[src/rtl/bit_destuffer.sv]
`default_nettype none
// ============================================================================
// Module   : bit_destuffer
// Purpose  : Removes the zero a transmitter inserts after RUN_LEN consecutive
//            ones in a serial stream. Forwards ordinary bits with one cycle of
//            latency, and pulses a flag for each removed stuffed zero and for
//            each stuffing violation. Saturating statistics counters track
//            both events.
// Ports    : clk        - single clock, rising edge
//            rst        - asynchronous active-high reset
//            clr        - synchronous clear of run state, outputs and counters
//            din        - serial stuffed input bit
//            din_valid  - qualifies din
//            dout       - de-stuffed output bit (holds when dout_valid=0)
//            dout_valid - qualifies dout
//            stuff_drop - one-cycle pulse: a stuffed zero was removed
//            stuff_err  - one-cycle pulse: a one arrived where a zero was due
//            stuff_cnt  - saturating count of removed stuffed zeros
//            err_cnt    - saturating count of stuffing violations
// Revision : 1.0 - initial release
// ============================================================================
module bit_destuffer #(
    parameter int RUN_LEN = 5,
    parameter int CNT_W   = 16
) (
    input  logic             clk,
    input  logic             rst,
    input  logic             clr,
    input  logic             din,
    input  logic             din_valid,
    output logic             dout,
    output logic             dout_valid,
    output logic             stuff_drop,
    output logic             stuff_err,
    output logic [CNT_W-1:0] stuff_cnt,
    output logic [CNT_W-1:0] err_cnt
);

    typedef enum logic [0:0] {
        ST_RUN    = 1'b0,
        ST_EXPECT = 1'b1
    } state_t;

    localparam logic [3:0]       c_RUN_LEN = 4'(RUN_LEN);
    localparam logic [CNT_W-1:0] c_CNT_MAX = '1;

    state_t           r_state;
    logic [3:0]       r_run;
    logic             r_dout;
    logic             r_dout_valid;
    logic             r_stuff_drop;
    logic             r_stuff_err;
    logic [CNT_W-1:0] r_stuff_cnt;
    logic [CNT_W-1:0] r_err_cnt;

    logic [3:0]       w_run_inc;

    assign w_run_inc = r_run + 4'd1;

    always_ff @(posedge clk or posedge rst) begin
        if (rst) begin
            r_state      <= ST_RUN;
            r_run        <= 4'd0;
            r_dout       <= 1'b0;
            r_dout_valid <= 1'b0;
            r_stuff_drop <= 1'b0;
            r_stuff_err  <= 1'b0;
            r_stuff_cnt  <= '0;
            r_err_cnt    <= '0;
        end else if (clr) begin
            // clr wins over a coincident accepted bit, which is discarded
            r_state      <= ST_RUN;
            r_run        <= 4'd0;
            r_dout       <= 1'b0;
            r_dout_valid <= 1'b0;
            r_stuff_drop <= 1'b0;
            r_stuff_err  <= 1'b0;
            r_stuff_cnt  <= '0;
            r_err_cnt    <= '0;
        end else begin
            // Pulses default low; only an accepted bit can raise one of them
            r_dout_valid <= 1'b0;
            r_stuff_drop <= 1'b0;
            r_stuff_err  <= 1'b0;
            if (din_valid) begin
                case (r_state)
                    ST_RUN: begin
                        r_dout       <= din;
                        r_dout_valid <= 1'b1;
                        if (din) begin
                            r_run <= w_run_inc;
                            // The one completing the run is still data
                            if (w_run_inc == c_RUN_LEN) begin
                                r_state <= ST_EXPECT;
                            end
                        end else begin
                            r_run <= 4'd0;
                        end
                    end
                    ST_EXPECT: begin
                        // Stuffed bit slot: never forwarded; a one here means
                        // the stream is out of step, so restart the run anyway
                        r_state <= ST_RUN;
                        r_run   <= 4'd0;
                        if (!din) begin
                            r_stuff_drop <= 1'b1;
                            if (r_stuff_cnt != c_CNT_MAX) begin
                                r_stuff_cnt <= r_stuff_cnt + 1'b1;
                            end
                        end else begin
                            r_stuff_err <= 1'b1;
                            if (r_err_cnt != c_CNT_MAX) begin
                                r_err_cnt <= r_err_cnt + 1'b1;
                            end
                        end
                    end
                    default: begin
                        r_state <= ST_RUN;
                        r_run   <= 4'd0;
                    end
                endcase
            end
        end
    end

    assign dout       = r_dout;
    assign dout_valid = r_dout_valid;
    assign stuff_drop = r_stuff_drop;
    assign stuff_err  = r_stuff_err;
    assign stuff_cnt  = r_stuff_cnt;
    assign err_cnt    = r_err_cnt;

endmodule
`default_nettype wire

[config.mk]
export PLATFORM = sky130hd
export DESIGN_NAME = bit_destuffer
export DESIGN_NICKNAME = d
export VERILOG_FILES = /design/src/rtl/bit_destuffer.sv
export SDC_FILE = /design/constraint.sdc
export NUM_CORES = 1
export LEC_CHECK = 0
export ABC_CLOCK_PERIOD_IN_PS = 2490
export BUFFER_PORTS_ARGS = -buffer_cell sky130_fd_sc_hd__buf_2
export CORE_ASPECT_RATIO = 2
export CORE_UTILIZATION = 55
export CTS_CLUSTER_DIAMETER = 30
export DETAILED_ROUTE_END_ITERATION = 10
export GPL_TIMING_DRIVEN = 0
export MAX_ROUTING_LAYER = met4
export PLACE_DENSITY = 0.82
export SYNTH_ARGS = -nofsm -noshare
export SYNTH_HDL_FRONTEND = slang
export SYNTH_SLANG_ARGS = --single-unit
[constraint.sdc]
create_clock -name clk -period 2.49 [get_ports clk]
set_input_delay 0.249 -clock clk [delete_from_list [all_inputs] [get_ports clk]]
set_output_delay 0.249 -clock clk [all_outputs]
set_load 0.1 [all_outputs]
## Word level (Yosys, flattened, before mapping)

Cells that the tools add are included.

| storage, ports and cells | value |
|---|---|
| bits of input ports | 5 |
| register bits | 41 |
| output and inout bits | 36 |

| cells by class | value |
|---|---|
| multiplexer cells | 33 |
| bitwise operators | 1 |
| eq/ne operators | 5 |
| add/sub/neg operators | 3 |
| reductions and logical operators | 8 |

Operators with widths:

| kind | count |
|---|---|
| $mux W16 | 10 |
| $add A16 B1 Y16 const B | 2 |
| $ne A16 B16 Y1 const B | 2 |
| $mux W1 | 18 |
| $mux W4 | 3 |
| $reduce_bool A2 Y1 | 5 |
| $pmux W4 S2 | 1 |
| $reduce_and A4 Y1 | 2 |
| $add A4 B1 Y4 const B | 1 |
| $eq A4 B3 Y1 const B | 1 |
| $ne A2 B2 Y1 const B | 2 |
| $pmux W1 S2 | 1 |
| $reduce_and A2 Y1 | 1 |
| $not A1 Y1 | 1 |

## Depth between registers and ports, before layout

Gate-level depths: netlist (run 1).

| logic depth | value |
|---|---|
| word-level depth | 7 |
| gate-level depth with buffers | 8 |
| mapped depth without buffers | 6 |

## Worst setup path before layout (run 1)

OpenSTA, ideal clock, no wires.

| timing path | value |
|---|---|
| kind | register to register |
| from | reg r_err_cnt[0] (netlist: err_cnt[0]) |
| to | reg r_err_cnt[12] (netlist: err_cnt[12]) |
| data required time | 2.369 ns |
| setup time | 0.121 ns |
| setup slack | -0.050 ns |
| cell stages (with the launch flop) | 7 |
| period minus slack after synthesis | 2.540 ns |
| arrival time | 2.419 ns |
| path through | dfrtp_1 -> ha_1 -> nand2_1 -> or3_4 -> a21oi_1 -> a21oi_1 -> a31o_1 |

| on the way | value |
|---|---|
| word-level cells in the longest chain between the ends | 6 |
| elaborated cells between the ends (all ways) | 9 |

RTL lines:

| what | RTL line | RTL |
|---|---|---|
| from (decl) | 54 | `logic [CNT_W-1:0] r_err_cnt;` |
| from (signal assigned) | 113 | `r_err_cnt <= r_err_cnt + 1'b1;` |
| $add A16 B1 Y16 | 113 |  |
| $mux W16 | 112 | `if (r_err_cnt != c_CNT_MAX) begin` |
| $mux W16 | 105 | `if (!din) begin` |
| $mux W16 | 86 | `case (r_state)` |
| $mux W16 | 85 | `if (din_valid) begin` |
| $mux W16 | 70 | `end else if (clr) begin` |

Parallel ways exist; a longest one is shown, timed or not. The select of a mux whose other input is x is not followed.
A chain may end at the register's enable or synchronous reset.

## Worst setup path after layout (run 1)

| timing path | value |
|---|---|
| from | reg r_stuff_cnt[0] (netlist: stuff_cnt[0]) |
| to | reg r_stuff_cnt[14] (netlist: stuff_cnt[14]) |

| on the way | value |
|---|---|
| word-level cells in the longest chain between the ends | 6 |
| elaborated cells between the ends (all ways) | 9 |

RTL lines:

| what | RTL line | RTL |
|---|---|---|
| from (decl) | 53 | `logic [CNT_W-1:0] r_stuff_cnt;` |
| from (signal assigned) | 108 | `r_stuff_cnt <= r_stuff_cnt + 1'b1;` |
| $add A16 B1 Y16 | 108 |  |
| $mux W16 | 107 | `if (r_stuff_cnt != c_CNT_MAX) begin` |
| $mux W16 | 105 |  |
| $mux W16 | 86 |  |
| $mux W16 | 85 |  |
| $mux W16 | 70 |  |

Parallel ways exist; a longest one is shown, timed or not. The select of a mux whose other input is x is not followed.

==> results of run 1 <==
==> layout make-up <==
class | instances | area (um^2)
flip-flops and latches | 41 | 1030
multi-input cells | 183 | 1130
clock buffers | 7 | 86.3
repair buffers | 39 | 195
fillers | 349 | 1270
well taps | 51 | 63.8
plain buffers | 10 | 53.8
inverters | 8 | 30.0
clock inverters | 1 | 30.0
==> routing by layer <==
metal | wire length, um | part of all wire, %
met1 | 1980 | 38
met2 | 3020 | 58
met3 | 123 | 2.4
met4 | 87 | 1.7
met5 | 0 | 0
==> cells in the mapped netlist (2+ instances only) <==
| cell type | number | area share, % |
|---|---|---|
| dfrtp_1 | 41 | 46 |
| nor2_1 | 26 | 4.4 |
| o21ai_0 | 26 | 5.8 |
| nand2_1 | 21 | 3.5 |
| a21oi_1 | 16 | 3.6 |
| nand3_1 | 14 | 3.1 |
| xnor2_1 | 13 | 5.1 |
| nand4_1 | 11 | 3.1 |
| a31oi_1 | 7 | 2.0 |
| inv_1 | 6 | 1.0 |
| and3_1 | 4 | 1.1 |
| buf_2 | 4 | 0.89 |
| ha_1 | 4 | 2.2 |
| a31o_2 | 3 | 1.2 |
| clkbuf_1 | 3 | 0.50 |
| nor3_1 | 3 | 0.67 |
| o31ai_1 | 3 | 1.0 |
| a211oi_1 | 2 | 0.67 |
| a211oi_2 | 2 | 1.1 |
| inv_2 | 2 | 0.34 |
| nand2b_1 | 2 | 0.56 |
| nand3_2 | 2 | 0.89 |
| nand4_2 | 2 | 1.1 |
| nor2b_1 | 2 | 0.56 |
| nor4_1 | 2 | 0.56 |
| nor4_4 | 2 | 1.9 |
| o41ai_1 | 2 | 0.78 |
==> cell families after synthesis <==
kind of cell / Yosys count
compound gates: 65
flops: 41
xor+xnor: 14
buf+inv: 18
simple gates: 100
fa+ha+maj: 4
==> final timing paths <==
path | startpoint | end | slack (ps) | cells past startpoint
max | stuff_cnt[0] | stuff_cnt[14] | 440 | 8
min | rst | err_cnt[3] | 130 | 2
max reg2reg | stuff_cnt[0] | stuff_cnt[14] | 440 | 8
min reg2reg | err_cnt[0] | err_cnt[0] | 520 | 1
max in group asynchronous | rst | err_cnt[1] | 1760 | 2
min in group clk | din_valid | r_state | 300 | 2
==> report_power, final <==
group | internal [mW] | switching, mW
registers | 0.669 | 0.00262
clock network | 0.327 | 0.221
logic | 0.0156 | 0.0571
total | 1.01 | 0.281
==> stage by stage <==
stage | cell area [um^2] | hold WS (ps) | worst slack (ps) | power [mW] | std cells
after floorplan | 2240 | 429 | 32.6 | 0.739 | 242
after global placement | 2500 | 505 | 511 | 0.757 | 332
after detailed placement | 2500 | 479 | 473 | 0.758 | 332
after CTS | 2620 | 167 | 439 | 1.31 | 340
after global routing | 2620 | 221 | 295 | 1.33 | 340
final | 2620 | 129 | 437 | 1.29 | 340
==> sequential cells by signal, summed over array words and instances, names as in the netlist <==
name,flops
stuff_err,1
r_state,1
dout_valid,1
stuff_cnt,16
stuff_drop,1
r_run,4
err_cnt,16
dout,1
==> cell usage in the layout, fill, tap and decap left out, types with 3 or more instances in the layout <==
master	count
clkbuf_8	6
a31o_2	3
ha_1	4
o31ai_1	3
buf_2	43
nor3_1	3
xnor2_1	13
o21ai_0	26
and3_1	4
inv_2	3
dfrtp_1	39
a21oi_1	16
nand4_1	11
nor2_1	26
clkbuf_1	4
nand2_1	21
nand3_1	14
inv_1	5
a31oi_1	7
==> run metrics, run 1 <==
row count=32; sequential fraction of the synthesis area=45.9%; WP data arrival=around 2200 ps; residual DRC count=0; GR peak layer=met2; synthesized instance count=242; layout cells sized above 1=24.6%; Max FO, Critical Path=10; complex-gate fraction of the synthesized area=between 15 and 20%; total grt overflow=0; CTS Buf Count=5; DRT antenna net count=0; mux cell area share after synthesis=0%; Port Buffers=39; initial drt markers=76; syn avg cell area=~9.2 um^2; Peak Freq=roughly 490 MHz; peak supply drop=0.000346 V; Sum Neg Setup Slack=0 ps; vias in the first global route=2025; Yosys reg bits=41; status=finished clean; final slew viol count=0; cts repair resizes=0; largest family of logic cells by synthesized area=simple AND/OR/NAND/NOR gates; vias post-DR=roughly 2000; crit path launch type=register; Worst-Skew Late Latency=approximately 280 ps; GRT Total Usage=between 20% and 30%; full die area=4340 um^2; Routed WL=5.21 mm; worst path cell trace=ha_1, nand4_1, nor4_2, or2_1, buf_4, buf_6, o21ai_0, o41ai_1; Max Cap Viol=0; Die Width=47.1 um; GPL Wtd Cong=~0.85; clock slew at reported path FFs=80 ps; Period minus WS final=2050 ps; Max-slew headroom=41.8%; initial antenna violation count=0; critical path buffer and inverter count=2; clk sink count=41; postcts setup bufs=0; drt first pass iters=4; I/O pin cnt=41; first-pass GRT wire length=roughly 8.4 mm; initial core utilization=57.6%; Top FF cell, synth=dfrtp_1; clk buf depth=2; met1 GRT Util=25.8%; root buf cell=clkbuf_8; final setup violation count=0; Final Hold Fails=0; RSZ-0062 raised after global routing=false; Synth Area in Adders=under 10%; Slew @ Worst Pin=just under 900 ps; leakage=1.22 nW; Post-Synth Simple-Gate Area=24.9%; post-synth cell types=44; Post-Synth XOR/XNOR Area=5.48%; crit path kind=reg -> reg; Final #Nets=297; Synth Net Count=251; CP endpoint kind=register; H-tree Lvls=2; final period utilization=82.5%; synth warn=0; TritonCTS clock tree=yes; met3 usage=2.76%; CP max stage cell=dfrtp_1; PwrDens=494 nW/um^2; Hold WC Path Type=in -> async; n_diodes=0; Crit path largest cell delay=450 ps; clock skew=7.00 ps; Die Ht=92.2 um; delay-heaviest family, CP=simple AND/OR/NAND/NOR gates; synthesized area=2240 um^2; Hold-fix buffers, CTS=0; Post-synth EDFFs=0; Async SR Flop Fraction=100%; met2 Use GR=around half; largest net degree at the start of global routing=42; required time worst endpoint=between 2000 and 3000 ps; Core ar.=3880 um^2; final core utilization=67.3%; area grow syn2layout=16.9%; hpwl dp=3.90 mm; number of vias per cell=about 6.0; mean routed wirelength per cell=15.3 um
Power figures use the tool's default switching activity.
==> run 2, diff against run 1 <==
- ABC_AREA: default -> 1
- ABC_CLOCK_PERIOD_IN_PS: 2490 -> 2090
- PLACE_DENSITY: 0.82 -> 0.81
- clock period: 2.49 -> 2.09 ns (I/O delays scaled with it)
==> run metrics, run 2 <==
CP endpoint kind=register; Max-slew headroom=41.9%; residual DRC count=1; Final Hold Fails=0; PwrDens=578 nW/um^2; GRT Total Usage=26.5%; area grow syn2layout=15.9%; initial drt markers=between 60 and 70; clk sink count=41; P_sw=0.414 mW; Core ar.=4300 um^2; total grt overflow=0; clock network power share=40.5%; Async SR Flop Fraction=100%; cts repair resizes=0; Final Cell Area=2830 um^2; CP max stage cell=dfrtp_2; Reg2Reg Launch Point=err_cnt[0]; Seq pwr share=about half; largest cells by area after synthesis=dfrtp_1, nand2_1, nor2_1; critical path buffer and inverter count=2; Routed WL=5.66 mm; WP data arrival=roughly 1900 ps; synth warn=0; Top FF cell, synth=dfrtp_1; Port Buffers=39; area share of the largest cell type after synthesis=42.0%; RSZ-0062 raised after global routing=false; vias in the first global route=2115; postcts setup bufs=0; Peak Freq=just under 600 MHz; # fillers=415; layout cells sized above 1=17.6%; clock slew at reported path FFs=about 80 ps; clk buf depth=2; Sum Neg Setup Slack=0 ps; largest net degree at the start of global routing=42; TritonCTS clock tree=yes; number of vias per cell=5.16; largest area contributor in the netlist=dfrtp_1; initial antenna violation count=0; crit path kind=reg -> reg; commonest non-fill, non-tap cell in the layout=nand2_1; synthesized area=roughly 2400 um^2; initial core utilization=56.9%; final slew viol count=0; clock skew=8.20 ps; delay-heaviest family, CP=simple AND/OR/NAND/NOR gates; I/O pin cnt=41; row count=34; status=finished, violations left; Switching Share=25.3%; register area=1030 um^2; n_diodes=0; final setup violation count=0; area of the multi-input gates=1250 um^2; worst path cell trace=ha_1, nand3_1, inv_1, nand4_1, nand2_1, buf_4, nand2_1, o21ai_0; Period minus WS final=between 1500 and 2000 ps; vias post-DR=about 2300; root buf cell=clkbuf_8; peak supply drop=0.000774 V; GPL Wtd Cong=0.913; most frequent cell on the critical path=nand2_1; CTS Buf Count=5; Slew @ Worst Pin=870 ps; Die Ht=96.3 um; Synth Net Count=~350; post-synth cell types=27; crit path launch type=register; commonest cells in the netlist=nand2_1, dfrtp_1, nor2_1, inv_1, nand3_1; Hold WC Path Type=in -> async; Logic pwr share=9.6%; commonest cells after routing, fill and taps aside=nand2_1, nor2_1, buf_2, dfrtp_1, inv_1; Final #Nets=roughly 400; first-pass GRT wire length=9.27 mm; sequential fraction of the synthesis area=about two fifths; syn avg cell area=7.19 um^2; required time worst endpoint=2250 ps; Hold-fix buffers, CTS=0; P_int=1.22 mW; Yosys reg bits=41; drt first pass iters=8; DP Area=between 2000 and 3000 um^2; Post-synth EDFFs=0; Max Cap Viol=0; Crit path largest cell delay=440 ps; hpwl dp=4.28 mm; DRT antenna net count=0; full die area=4730 um^2; failing checks=design-rule violations; Die Width=49.1 um; synthesized instance count=between 300 and 400; final period utilization=82.7%; CP startpoint=err_cnt[0]; cell with the most instances after synthesis=nand2_1; Worst-Skew Late Latency=between 200 and 300 ps; mean routed wirelength per cell=roughly 13 um; leakage=roughly 1.5 nW; Max FO, Critical Path=10; H-tree Lvls=2
==> run 2: changes by cell type after synthesis, sizes merged, moves of 6 or more <==
cell	previous run	this run
nand2	21	136
xnor2	13	3
o21ai	26	20
a21oi	16	0
nand4	13	6
inv	8	34
xor2	1	16
nor2	26	43
a31oi	7	0
==> run 2: final timing paths <==
check / to / slack, ps / cells past startpoint
max in group asynchronous: stuff_cnt[1] / 1400 / 2
max reg2reg: err_cnt[10] / 360 / 8
max: err_cnt[10] / 360 / 8
min: err_cnt[5] / 90 / 2
min in group clk: stuff_drop / 100 / 2
min reg2reg: dout_valid / 520 / 1
==> run 2: worst reg2reg max path: stages, from the launching register on <==
cell	delay (ps)
dfrtp_2	440
ha_1	260
nand3_1	160
inv_1	70
nand4_1	120
nand2_1	190
buf_4	230
nand2_1	50
o21ai_0	80
==> run 2: final cells by class <==
| type | count | area share, % |
|---|---|---|
| plain buffers | 6 | 1.50 |
| clock buffers | 7 | 3.05 |
| clock inverters | 1 | 1.06 |
| inverters | 34 | 4.51 |
| multi-input cells | 259 | 44.1 |
| flip-flops and latches | 41 | 36.5 |
| well taps | 54 | 2.39 |
| repair buffers | 39 | 6.89 |
==> run 2: cells by family (layout without fill, tap and decap cells) <==
logic type | after synthesis | count (layout) | synth area share (%)
and+or+nand+nor | 213 | 213 | 37.1
DFF | 41 | 41 | 42.0
buffers and inverters | 40 | 87 | 6.96
AOI/OAI and AO/OA | 23 | 23 | 5.12
xor gates and xnor gates | 19 | 19 | 6.81
adders and majority gates | 4 | 4 | 2.05
==> run 2: power groups by stage <==
stage / sequential [mW] / combinational (mW) / clock [mW]
final: 0.817 / 0.157 / 0.663
after global routing: 0.819 / 0.171 / 0.703
after CTS: 0.816 / 0.158 / 0.683
after detailed placement: 0.832 / 0.158 / 0
after global placement: 0.832 / 0.157 / 0
after floorplan: 0.898 / 0.0585 / 0
==> run 2: metal layers <==
layer	part of all wire [%]	GRT usage [%]	up-vias
met2	57	51.4	62
met4	2.6	11.8	0
met3	3.0	3.16	12
met5	0	-	-
li1	-	-	1151
met1	37	25.4	1052
==> run 2: stage by stage <==
stage	hold WS (ps)	power, mW	setup slack (ps)	cells	utilization [%]
2_1_floorplan	280	0.956	5.07	340	-
3_3_place_gp	424	0.988	229	433	63.2
3_5_place_dp	421	0.991	380	433	63.2
4_1_cts	103	1.66	363	441	65.9
5_1_grt	104	1.69	165	441	65.9
6_report	92.2	1.64	361	441	65.9
==> run 3, diff against run 2 <==
- ABC_CLOCK_PERIOD_IN_PS: 2090 -> 1400
- CORE_UTILIZATION: 55 -> 51
- PLACE_DENSITY: 0.81 -> 0.79
- clock period: 2.09 -> 1.4 ns (I/O delays scaled with it)
==> run metrics, run 3 (synthesized netlist as in run 2, its figures left out) <==
GRT Total Usage=28.2%; crit path launch type=register; Routed WL=6.70 mm; crit path kind=reg -> reg; clock skew=2.69 ps; Die Width=about 50 um; root buf cell=clkbuf_8; failing checks=negative setup slack; hpwl dp=4.48 mm; Design Power=2.54 mW; Logic pwr share=between 10% and 20%; H-tree Lvls=2; Max Cap Viol=0; largest net degree at the start of global routing=between 40 and 50; clock slew at reported path FFs=80 ps; Switching Share=26.2%; leakage=1.64 nW; final period utilization=109%; number of vias per cell=5.29; final slew viol count=0; DRT antenna net count=0; Max-slew headroom=between 40% and 50%; Port Buffers=39; vias post-DR=2469; final core utilization=72.1%; required time worst endpoint=around 1600 ps; Final Hold Fails=0; n_diodes=0; total grt overflow=0; Hold-fix buffers, CTS=0; clk buf depth=2; initial antenna violation count=0; status=finished, violations left; P_sw=0.667 mW; Max FO, Critical Path=4; final setup violation count=31; Sum Neg Setup Slack=-3200 ps; clk sink count=41; drt first pass iters=4; layout cells sized above 1=37.6%; R2R Path End=stuff_cnt[14]; Final #Nets=420; Hold WC Path Type=in -> async; first-pass GRT wire length=10.5 mm; Peak Freq=656 MHz; post-placement cell count=about 430; GPL Wtd Cong=around 0.92; Seq pwr share=48.4%; FF-to-FF path depth=8; internal reg-to-reg setup slack=-120 ps; Worst-Skew Late Latency=around 290 ps; Core ar.=4600 um^2; Reg2Reg Launch Point=stuff_cnt[0]; commonest non-fill, non-tap cell in the layout=nand2_1; Period minus WS final=approximately 1500 ps; initial core utilization=53.1%; PwrDens=767 nW/um^2; Worst Slack Setup Final=-124 ps; dpl ws=-236 ps; commonest cells after routing, fill and taps aside=nand2_1, buf_2, nor2_1, inv_1, nand2_2; peak supply drop=0.000913 V; initial drt markers=between 60 and 70; area grow syn2layout=35.6%; TritonCTS clock tree=yes; row count=35; Die Ht=99.9 um; CP endpoint kind=register; vias in the first global route=2349; CTS Buf Count=5; RSZ-0062 raised after global routing=true; residual DRC count=0; Slew @ Worst Pin=878 ps; I/O pin cnt=41; mean routed wirelength per cell=about 14 um; Post-Layout Cell Count=467; full die area=5090 um^2; P_int=1.87 mW; clock network power share=39.3%; WP data arrival=between 1500 and 2000 ps
==> run 3: cell count changes in the layout (fill, tap and decap cells not counted), sizes merged <==
cell / delta
buf: +21
clkbuf: +4
==> run 3: power groups by stage <==
stage / Sequential [mW] / Clock, mW / Combinational, mW
floorplan: 1.35 / 0 / 0.0971
global placement: 1.25 / 0 / 0.247
detailed placement: 1.25 / 0 / 0.255
CTS: 1.23 / 1.02 / 0.296
global route: 1.23 / 1.05 / 0.335
finish: 1.23 / 0.999 / 0.312
==> run 3: stage by stage <==
step                      hold slack (ps)  cell area (um^2)
after floorplan                       211              2600
after global placement                342              2860
after detailed placement              342              2860
after CTS                            27.1              3150
after global routing                 32.0              3310
final                                20.6              3310
==> run 3: repair_timing <==
action                     4_1_cts  5_1_grt
pin swaps                       12       15
buffers inserted                12        9
cloned                           4        0
resized for setup               20       31
setup endpoints to repair       32       35
==> run 3: area by class of cell <==
class                           count  area [um^2]
Clock inverter                      1         30.0
Fill cell                         362         1280
Clock buffer                        7         86.3
Tap cell                           55         68.8
Multi-Input combinational cell    259         1420
Timing Repair Buffer               64          418
Buffer                              6         53.8
Inverter                           34          130
Sequential cell                    41         1110
==> run 3: layer usage <==
metal | track usage (%) | share of wire, %
met5 | - | 0
met4 | 13.0 | 2.4
met3 | 3.33 | 3.3
met2 | 51.9 | 58
met1 | 28.1 | 36
==> run 3: worst max-delay path by stage <==
stage,from,endpoint,depth (start not counted)
final,stuff_cnt[0],stuff_cnt[14],8
after global routing,stuff_cnt[0],stuff_cnt[11],10
after CTS,stuff_cnt[1],stuff_cnt[13],10
after detailed placement,stuff_cnt[0],stuff_cnt[0],10
after global placement,rst,err_cnt[11],2
after floorplan,stuff_cnt[0],stuff_cnt[2],10
==> run 3: worst max-delay path, cell delays in order (launching register included) <==
cell and delay (ps):
dfrtp_4 510, ha_4 180, buf_4 120, buf_4 130
nand2_1 120, nor2_1 80, xor2_1 180, nand2_1 70
nand2_1 70
